[config.mk]
export PLATFORM = sky130hd
export DESIGN_NAME = hazard_controller
export DESIGN_NICKNAME = d
export VERILOG_FILES = /design/src/rtl/hazard_pkg.sv /design/src/rtl/forward_unit.sv /design/src/rtl/hazard_controller.sv
export SDC_FILE = /design/constraint.sdc
export NUM_CORES = 1
export LEC_CHECK = 0
export CAP_MARGIN = 5
export CORE_MARGIN = 3
export CORE_UTILIZATION = 37
export CTS_BUF_LIST = sky130_fd_sc_hd__clkbuf_4
export DETAILED_ROUTE_END_ITERATION = 10
export GPL_TIMING_DRIVEN = 0
export PLACE_DENSITY_LB_ADDON = 0.12
export SLEW_MARGIN = 20
export SYNTH_ARGS = -nofsm -noshare
export SYNTH_HDL_FRONTEND = slang
export SYNTH_SLANG_ARGS = --single-unit
[constraint.sdc]
create_clock -name CLK -period 1.9 [get_ports CLK]
set_input_delay 0.285 -clock CLK [delete_from_list [all_inputs] [get_ports CLK]]
set_output_delay 0.285 -clock CLK [all_outputs]
set_load 0.02 [all_outputs]
[src/rtl/hazard_pkg.sv]
// Shared encodings and helpers for the pipeline hazard controller.
// Used by hazard_controller and forward_unit (HAZARD_FWD_EN build).
package hazard_pkg;

    typedef enum logic [1:0] {
        ST_RUN      = 2'd0,
        ST_STALL    = 2'd1,
        ST_MEM_WAIT = 2'd2
    } state_t;

    typedef enum logic [1:0] {
        FWD_REG = 2'b00,
        FWD_WB  = 2'b01,
        FWD_MEM = 2'b10
    } fwd_t;

    // Register 0 is hard-wired, so it can never carry a dependency.
    function automatic logic reg_match(input logic [4:0] a, input logic [4:0] b);
        return (a != 5'd0) && (a == b);
    endfunction

endpackage

[src/rtl/forward_unit.sv]
// EX-stage operand bypass select; MEM result wins over WB result.
// Instantiated by hazard_controller only when HAZARD_FWD_EN is defined.
module forward_unit
    import hazard_pkg::*;
(
    input  logic [4:0] EX_Rs,
    input  logic [4:0] EX_Rt,
    input  logic [4:0] MEM_WriteReg,
    input  logic       MEM_RegWrite,
    input  logic [4:0] WB_WriteReg,
    input  logic       WB_RegWrite,
    output logic [1:0] forward_a,
    output logic [1:0] forward_b
);

    function automatic logic [1:0] select_source(input logic [4:0] src);
        if (MEM_RegWrite && reg_match(MEM_WriteReg, src))
            return FWD_MEM;
        else if (WB_RegWrite && reg_match(WB_WriteReg, src))
            return FWD_WB;
        else
            return FWD_REG;
    endfunction

    always_comb begin
        forward_a = select_source(EX_Rs);
        forward_b = select_source(EX_Rt);
    end

endmodule

[src/rtl/hazard_controller.sv]
// Central 5-stage pipeline sequencer: stalls, branch flushes, memory-wait freeze.
// Define HAZARD_FWD_EN for the forwarding build (load-use stall + bypass selects).
module hazard_controller
    import hazard_pkg::*;
#(
    parameter int MEM_TIMEOUT = 255,
    parameter int WAIT_W      = 8
) (
    input  logic       CLK,
    input  logic       RST,
    input  logic [4:0] ID_Rs,
    input  logic [4:0] ID_Rt,
    input  logic       ID_UsesRs,
    input  logic       ID_UsesRt,
    input  logic [4:0] EX_Rs,
    input  logic [4:0] EX_Rt,
    input  logic [4:0] EX_WriteReg,
    input  logic [4:0] MEM_WriteReg,
    input  logic [4:0] WB_WriteReg,
    input  logic       EX_RegWrite,
    input  logic       MEM_RegWrite,
    input  logic       WB_RegWrite,
    input  logic       EX_MemtoReg,
    input  logic       MEM_Branch,
    input  logic       MEM_zero,
    input  logic       MEM_MemReq,
    input  logic       MEM_Ready,
    output logic       PCSrc,
    output logic       PC_En,
    output logic       IF_ID_En,
    output logic       EX_MEM_En,
    output logic       IF_ID_Flush,
    output logic       ID_EX_Flush,
    output logic       EX_MEM_Flush,
    output logic       MEM_WB_Flush,
    output logic [1:0] ForwardA,
    output logic [1:0] ForwardB,
    output logic [1:0] State,
    output logic       MemErr
);

    localparam logic [WAIT_W-1:0] TIMEOUT_CNT = WAIT_W'(MEM_TIMEOUT);

    state_t            state_q;
    logic [WAIT_W-1:0] wait_cnt;
    logic [WAIT_W-1:0] wait_next;
    logic              mem_err;
    logic              memwait;
    logic              taken;
    logic              stall;
    logic [1:0]        fwd_a;
    logic [1:0]        fwd_b;

    assign memwait = MEM_MemReq & ~MEM_Ready;
    assign taken   = MEM_Branch & MEM_zero;

`ifdef HAZARD_FWD_EN
    assign stall = EX_RegWrite & EX_MemtoReg &
                   ((ID_UsesRs & reg_match(EX_WriteReg, ID_Rs)) |
                    (ID_UsesRt & reg_match(EX_WriteReg, ID_Rt)));

    forward_unit u_forward_unit (
        .EX_Rs        (EX_Rs),
        .EX_Rt        (EX_Rt),
        .MEM_WriteReg (MEM_WriteReg),
        .MEM_RegWrite (MEM_RegWrite),
        .WB_WriteReg  (WB_WriteReg),
        .WB_RegWrite  (WB_RegWrite),
        .forward_a    (fwd_a),
        .forward_b    (fwd_b)
    );
`else
    // Without bypassing, any in-flight producer in EX or MEM must drain first.
    assign stall = (ID_UsesRs & ((EX_RegWrite  & reg_match(EX_WriteReg,  ID_Rs)) |
                                 (MEM_RegWrite & reg_match(MEM_WriteReg, ID_Rs)))) |
                   (ID_UsesRt & ((EX_RegWrite  & reg_match(EX_WriteReg,  ID_Rt)) |
                                 (MEM_RegWrite & reg_match(MEM_WriteReg, ID_Rt))));
    assign fwd_a = FWD_REG;
    assign fwd_b = FWD_REG;

    logic unused_fwd_inputs;
    assign unused_fwd_inputs = ^{EX_Rs, EX_Rt, WB_WriteReg, WB_RegWrite, EX_MemtoReg};
`endif

    always_comb begin
        PCSrc        = 1'b0;
        PC_En        = 1'b1;
        IF_ID_En     = 1'b1;
        EX_MEM_En    = 1'b1;
        IF_ID_Flush  = 1'b0;
        ID_EX_Flush  = 1'b0;
        EX_MEM_Flush = 1'b0;
        MEM_WB_Flush = 1'b0;
        ForwardA     = fwd_a;
        ForwardB     = fwd_b;
        if (RST) begin
            PC_En        = 1'b0;
            IF_ID_En     = 1'b0;
            EX_MEM_En    = 1'b0;
            IF_ID_Flush  = 1'b1;
            ID_EX_Flush  = 1'b1;
            EX_MEM_Flush = 1'b1;
            MEM_WB_Flush = 1'b1;
            ForwardA     = FWD_REG;
            ForwardB     = FWD_REG;
        end else if (memwait) begin
            PC_En        = 1'b0;
            IF_ID_En     = 1'b0;
            EX_MEM_En    = 1'b0;
            MEM_WB_Flush = 1'b1;
        end else if (taken) begin
            PCSrc        = 1'b1;
            IF_ID_Flush  = 1'b1;
            ID_EX_Flush  = 1'b1;
            EX_MEM_Flush = 1'b1;
        end else if (stall) begin
            PC_En        = 1'b0;
            IF_ID_En     = 1'b0;
            ID_EX_Flush  = 1'b1;
        end
    end

    assign wait_next = (wait_cnt == TIMEOUT_CNT) ? wait_cnt : wait_cnt + 1'b1;

    always_ff @(posedge CLK) begin
        if (RST) begin
            state_q  <= ST_RUN;
            wait_cnt <= '0;
            mem_err  <= 1'b0;
        end else begin
            if (memwait)
                state_q <= ST_MEM_WAIT;
            else if (stall && !taken)
                state_q <= ST_STALL;
            else
                state_q <= ST_RUN;

            if (memwait) begin
                wait_cnt <= wait_next;
                if (wait_next == TIMEOUT_CNT)
                    mem_err <= 1'b1;
            end else begin
                wait_cnt <= '0;
            end
        end
    end

    assign State  = state_q;
    assign MemErr = mem_err;

endmodule
==> summary.md <==
| Metric | Value |
|---|---|
| Vias in the first global route | `1,038` |
| R2R setup slack | `110 ps` |
| Most used cell along the critical path | `buf_6` |
| Critical Path RT | `1620 ps` |
| Fin. max-slew vios | `0` |
| Placed cells | `187` |
| PD cells | `417 nW/µm²` |
| Multi-input gate area in the final layout | `734 µm²` |
| Fin crit period | `2160 ps` |
| Diode count | `0` |
| Gr usage total | `0.166` |
| Gr ovfl total | `0` |
| Worst r2r src | `wait_cnt[1]$_SDFF_PP0_` |
| Violated checks | `setup timing` |
| Starting Density | `0.407` |
| Max layer used | `met4` |
| YS warnings | `0` |
| Cell chain of the critical path | `clkdlybuf4s50_1 -> xor2_1 -> nor4_2 -> o211a_1 -> nor3_4 -> buf_6 -> buf_6` |
| Htree depth | `1` |
| Worst-Skew Late Latency | `270 ps` |
| CP max FO | `2` |
| Leak pwr | `0.000651 µW` |
| Final Hold Fails | `0` |
| Hold Slack | `477 ps` |
| DRT met1 WL | `1.06 mm` |
| Worst R2R End | `MemErr$_SDFFE_PP0P_` |
| Max Clock Skew | `4.21 ps` |
| Drt drc | `0` |
| Final #Nets | `215` |
| Async S/R FF share, synth | `0` |
| Fin crit share | `1.14` |
| Min-Delay Path Depth | `2` |
| Met2 WL post-DR | `1.47 mm` |
| Most frequent cells in the layout | `xnor2_1 (13), clkdlybuf4s50_1 (13), dfxtp_1 (10), dlygate4sd2_1 (10)` |
| Register Area | `221 µm²` |
| Buf+Inv Stages, Crit Path | `3` |
| Metal3 WL | `133 µm` |
| Most common flop cell mapped by yosys | `dfxtp_1` |
| Slowest stage delay, CP | `490 ps` |
| TritonCTS Sinks | `11` |
| Core Area | `2300 µm²` |
| Row cnt | `17` |
| Total vias in the final route | `1,008` |
| RD Place Congestion | `0.850` |
| CP Class | `in2out` |
| Pin count of the biggest net entering global routing | `9` |
| Layout cell share with drive strength beyond 1 | `0.271` |
| Post-Route Setup TNS | `-582 ps` |
| Dpl hpwl | `2.05 mm` |
| Count of antenna-violating nets left after detailed routing | `0` |
| CP Launch Type | `input port` |
| Critical path endpoint category | `output pin` |
| Synthesis-to-layout area growth | `62.1%` |
| Number of synthesized flops with an enable pin | `0` |
| Post-DR wirelength/cell | `13.8 µm` |
| Pre-antenna DRT Iters | `5` |
| Worst R2R Path Depth | `7` |
| Die Span X | `56.3 µm` |
| Cell Area, Synth | `935 µm²` |
| Yosys cell types | `40` |
| First-pass GRT wire length | `4.28 mm` |
| Max-Cap Viols | `0` |
| Worst Hold Launch | `MemErr$_SDFFE_PP0P_` |
| Arr. time, crit path | `1880 ps` |
| Flip-flop and latch count after synthesis | `11` |
| Hold Path Class | `reg2reg` |
| Initial antenna violation count | `0` |
| Outcome | `finished, violations left` |
| Post-Syn Area per Cell | `8.06 µm²` |
| Final wirelength | `2.68 mm` |
| Peak supply drop | `0.404 mV` |
| Sequential fraction of the synthesis area | `0.236` |
| Vias per cell | `5.20` |
| CP top delay family | `buffers and inverters` |
| TritonCTS clock tree | `yes` |
| Peak Freq | `462 MHz` |
| Gate Count Post-Synth | `116` |
| # fillers | `202` |
| Slowest CP cell | `clkdlybuf4s50_1` |
| Worst hold endpoint | `MemErr$_SDFFE_PP0P_` |
| CTS Buffer Depth | `2` |
| DRC marker count from the first detailed-route iteration | `26` |
| Die ar. | `3170 µm²` |
| CTS Root Cell | `clkbuf_4` |
| TritonCTS buffer count | `3` |
| Final setup viols | `3` |
| Unrepaired setup endpoints after global routing | `yes` |
| Die Y | `56.3 µm` |
| Final worst slack | `-264 ps` |
| Non-filler cells, final | `194` |
| Port Buffer Count | `40` |
| Ports | `62` |
| Clk pin slew, worst setup/hold paths | `80 ps` |
==> state kept, by name, indices dropped and copies added, names as in the netlist <==
register  cells
wait_cnt      8
State         2
MemErr        1
==> cell type report <==
cell class	count	area share
flip-flops and latches	11	0.146
repair buffers	44	0.274
multi-input cells	95	0.485
plain buffers	7	0.0396
well taps	28	0.0231
clock buffers	4	0.0198
inverters	5	0.0124
==> cells by family (layout without fill, tap and decap cells) <==
| kind of cell | count (synthesis) | in the layout | synth area share |
|---|---|---|---|
| adder cells (fa/ha/maj) | 1 | 1 | 0.0134 |
| XOR/XNOR | 22 | 22 | 0.206 |
| multiplexers | 2 | 2 | 0.0214 |
| AND/OR/NAND/NOR | 44 | 44 | 0.257 |
| flip-flops | 11 | 11 | 0.236 |
| AO/OA/AOI/OAI | 22 | 22 | 0.178 |
| buffers and inverters | 13 | 60 | 0.0843 |
| other | 1 | 4 | 0.00401 |
==> through the flow <==
stage,total power (µW),instance area (µm²),utilization,setup slack [ps]
3_3_place_gp,444,1390,0.606,-1120
3_5_place_dp,448,1390,0.606,-1130
4_1_cts,619,1460,0.636,-231
6_report,632,1520,0.660,-264
5_1_grt,656,1520,0.660,-316
2_1_floorplan,335,956,-,-128
==> metal layers <==
| metal | global-route usage | vias up |
|---|---|---|
| met4 | 0.0712 | 0 |
| met5 | 0 | - |
| met2 | 0.314 | 29 |
| met3 | 0.0253 | 2 |
| met1 | 0.178 | 473 |
| li1 | - | 504 |
==> cell usage after synthesis (2+ instances only) <==
master    count  area [µm²]
or4_1         2        15.0
buf_4         6        45.0
a31oi_1       4        25.0
dfxtp_1      11         220
o21ai_2       2        17.5
o211a_1       2        20.0
and3_1        3        18.8
xnor2_1      13         114
o21ai_0       3        15.0
nor4_1        4        25.0
nand2_1       7        26.3
o211ai_1      3        22.5
nor2_1        9        33.8
inv_1         4        15.0
nand2b_1      2        12.5
xor2_1        9        78.8
nand3_1       8        40.0
mux2i_1       2        20.0
==> report_power, final <==
group	switching (µW)	internal [µW]	total (µW)
registers	2.07	233	235
logic	104	116	220
clock network	81.7	95.4	177
==> how the worst max path moves through the flow <==
stage / start / endpoint / cells after the start
detailed placement: MEM_WriteReg[1] / PC_En / 8
CTS: MEM_WriteReg[2] / PC_En / 8
floorplan: EX_WriteReg[0] / PC_En / 6
finish: ID_Rt[0] / PC_En / 7
global route: ID_Rt[0] / PC_En / 7
global placement: MEM_WriteReg[1] / PC_En / 8
==> repair_timing <==
| action | CTS | global route |
|---|---|---|
| setup buffers | 3 | 1 |
| hold buffers | 0 | 0 |
| cloned | 0 | 0 |
| pin swaps | 11 | 9 |
| endpoints found under the setup margin | 8 | 6 |
| gates resized for setup | 73 | 17 |
==> worst min-delay path, cell delays in order, from the launching register on <==
cell and delay, ps:
dfxtp_1 320, inv_1 60, o32ai_2 60
(Power assumes the default switching activity.)
==> RTL change: new RTL, config.mk and constraints unchanged <==
Put one more register stage on the output `MemErr`, cleared by the reset. The value now appears one clock later. The other outputs are not delayed to match.
--- a/src/rtl/hazard_controller.sv
+++ b/src/rtl/hazard_controller.sv
@@ -146,6 +146,12 @@
     end
 
     assign State  = state_q;
-    assign MemErr = mem_err;
+    always_ff @(posedge CLK) begin
+        if (RST) begin
+            MemErr <= '0;
+        end else begin
+            MemErr <= mem_err;
+        end
+    end
 
 endmodule
Formal check against the unedited RTL: same outputs for any inputs over 10 cycles, from zero or initial values and one cycle with RST high; that may be too few to reach the edited logic, so the function may still have changed.
==> RTL change against the unedited design <==
The run still ends with setup timing left; sequential cell count increased by 1; area after synthesis grew 0.13%; routed wire length down 4.9%; sequential share of layout area increased by 1.7 points; core utilization fell by 1.8 points; global-route usage is 0.80 points lower; die area grew 0.12%; worst setup slack gained 0.029 ns; power shrank 1.1%; clock power shrank 10%; via count fell by 1.1%; non-clock buffer count did not move; final area fell by 2.7%; critical endpoint unchanged; largest cell class unchanged.
==> RTL change: results (changes against the unedited design) <==
[metrics] outcome: finished with violations (unchanged)
[metrics] violated checks: setup timing (unchanged)
[metrics] maximum ir drop on the vdd rail: 0.285 mV (was 0.404 mV)
[metrics] Leakage: 0.626 nW (was 0.651 nW)
[metrics] Resize count post-CTS: 82 (was 73)
[metrics] reg-to-reg critical path startpoint: wait_cnt[0]$_SDFF_PP0_ (was wait_cnt[1]$_SDFF_PP0_)
[metrics] Overall Global Routing Usage: 0.158 (was 0.166)
[metrics] distinct cell type count after synthesis: 35 (was 40)
[metrics] Post-DP HPWL: 1.94 mm (was 2.05 mm)
[metrics] Hold Path Origin: mem_err$_SDFFE_PP0P_ (was MemErr$_SDFFE_PP0P_)
[metrics] arithmetic-cell share of the synthesized area counting full adders, half adders and majority gates: 0.0134 (about the same)
[metrics] complex-gate fraction of the synthesized area: 0.148 (was 0.178)
[metrics] worst setup slack after placement: -1.14 ns (was -1.13 ns)
[metrics] GP Congestion: 0.838 (was 0.850)
[metrics] Setup violations, final: 3 (unchanged)
[metrics] endpoint with the worst hold slack: MemErr$_SDFF_PP0_ (was MemErr$_SDFFE_PP0P_)
[metrics] most common library cells after synthesis: sky130_fd_sc_hd__nor2_1 (14), sky130_fd_sc_hd__xnor2_1 (13), sky130_fd_sc_hd__dfxtp_1 (12) (was sky130_fd_sc_hd__xnor2_1 (13), sky130_fd_sc_hd__dfxtp_1 (11), sky130_fd_sc_hd__nor2_1 (9), sky130_fd_sc_hd__xor2_1 (9), sky130_fd_sc_hd__nand3_1 (8))
[metrics] via total after detailed routing: 997 (was 1,008)
[metrics] mean cell area of the mapped netlist: 7.86 sq um (was 8.06 sq um)
[metrics] critical path's slowest cell: sky130_fd_sc_hd__or4_4 (was sky130_fd_sc_hd__clkdlybuf4s50_1)
[metrics] Clock Skew: 0.00146 ns (was 0.00421 ns)
[metrics] post-CTS setup repair buffer count: 4 (was 3)
[metrics] # placed instances: 190 (was 187)
[metrics] worst path arrival time: 1.85 ns (was 1.88 ns)
[metrics] power density over the cells: 424 nW/um^2 (was 417 nW/um^2)
[metrics] Final Net Count: 218 (was 215)
[metrics] vias in the first global route: 938 (was 1,038)
[metrics] worst hold slack: 0.442 ns (was 0.477 ns)
[metrics] register-to-register path setup slack: 0.15 ns (was 0.11 ns)
[metrics] final setup margin: -0.236 ns (was -0.264 ns)
[metrics] reg-to-reg endpoint: mem_err$_SDFFE_PP0P_ (was MemErr$_SDFFE_PP0P_)
RTL change: cell types whose count changed in the layout (fill, tap and decap cells not counted), moves of 3 or more:
cell                             before  now
sky130_fd_sc_hd__dlygate4sd2_1       10   15
sky130_fd_sc_hd__xor2_1               7   10
sky130_fd_sc_hd__a31oi_1              4    1
sky130_fd_sc_hd__nand2b_1             1    4
sky130_fd_sc_hd__nor2_1               9   14
sky130_fd_sc_hd__dlymetal6s2s_1       5    0
RTL change: worst max path at each step:
| stage | cells after the start | slack, ns | start | end |
|---|---|---|---|---|
| 6_report | 8 | -0.24 | EX_WriteReg[3] | PC_En |
| 5_1_grt | 8 | -0.28 | EX_WriteReg[3] | PC_En |
| 4_1_cts | 8 | -0.21 | EX_WriteReg[3] | PC_En |
| 3_5_place_dp | 8 | -1.14 | EX_WriteReg[0] | PC_En |
| 3_3_place_gp | 8 | -1.13 | EX_WriteReg[0] | PC_En |
| 2_1_floorplan | 6 | -0.13 | MEM_WriteReg[1] | PC_En |
RTL change: cell type report:
cell class / instances / area share
tap: 28 / 0.0238
clock inverter: 1 / 0.00255
buffer: 7 / 0.0365
inverter: 3 / 0.00764
multi-input combinational: 99 / 0.481
timing repair buffer: 44 / 0.270
clock buffer: 3 / 0.0153
sequential: 12 / 0.163
RTL change: layer usage:
layer,vias to the layer above,GRT usage,wire length [microns],share of wire
li1,507,-,-,-
met1,454,0.193,1190,0.47
met2,32,0.272,1210,0.47
met3,4,0.0299,118,0.046
met4,0,0.0576,36,0.014
met5,-,0,0,0
RTL change: power breakdown:
part	total, mW	internal (mW)	switching, mW
clock network	0.159	0.0759	0.0835
registers	0.255	0.253	0.00202
logic	0.210	0.111	0.0993
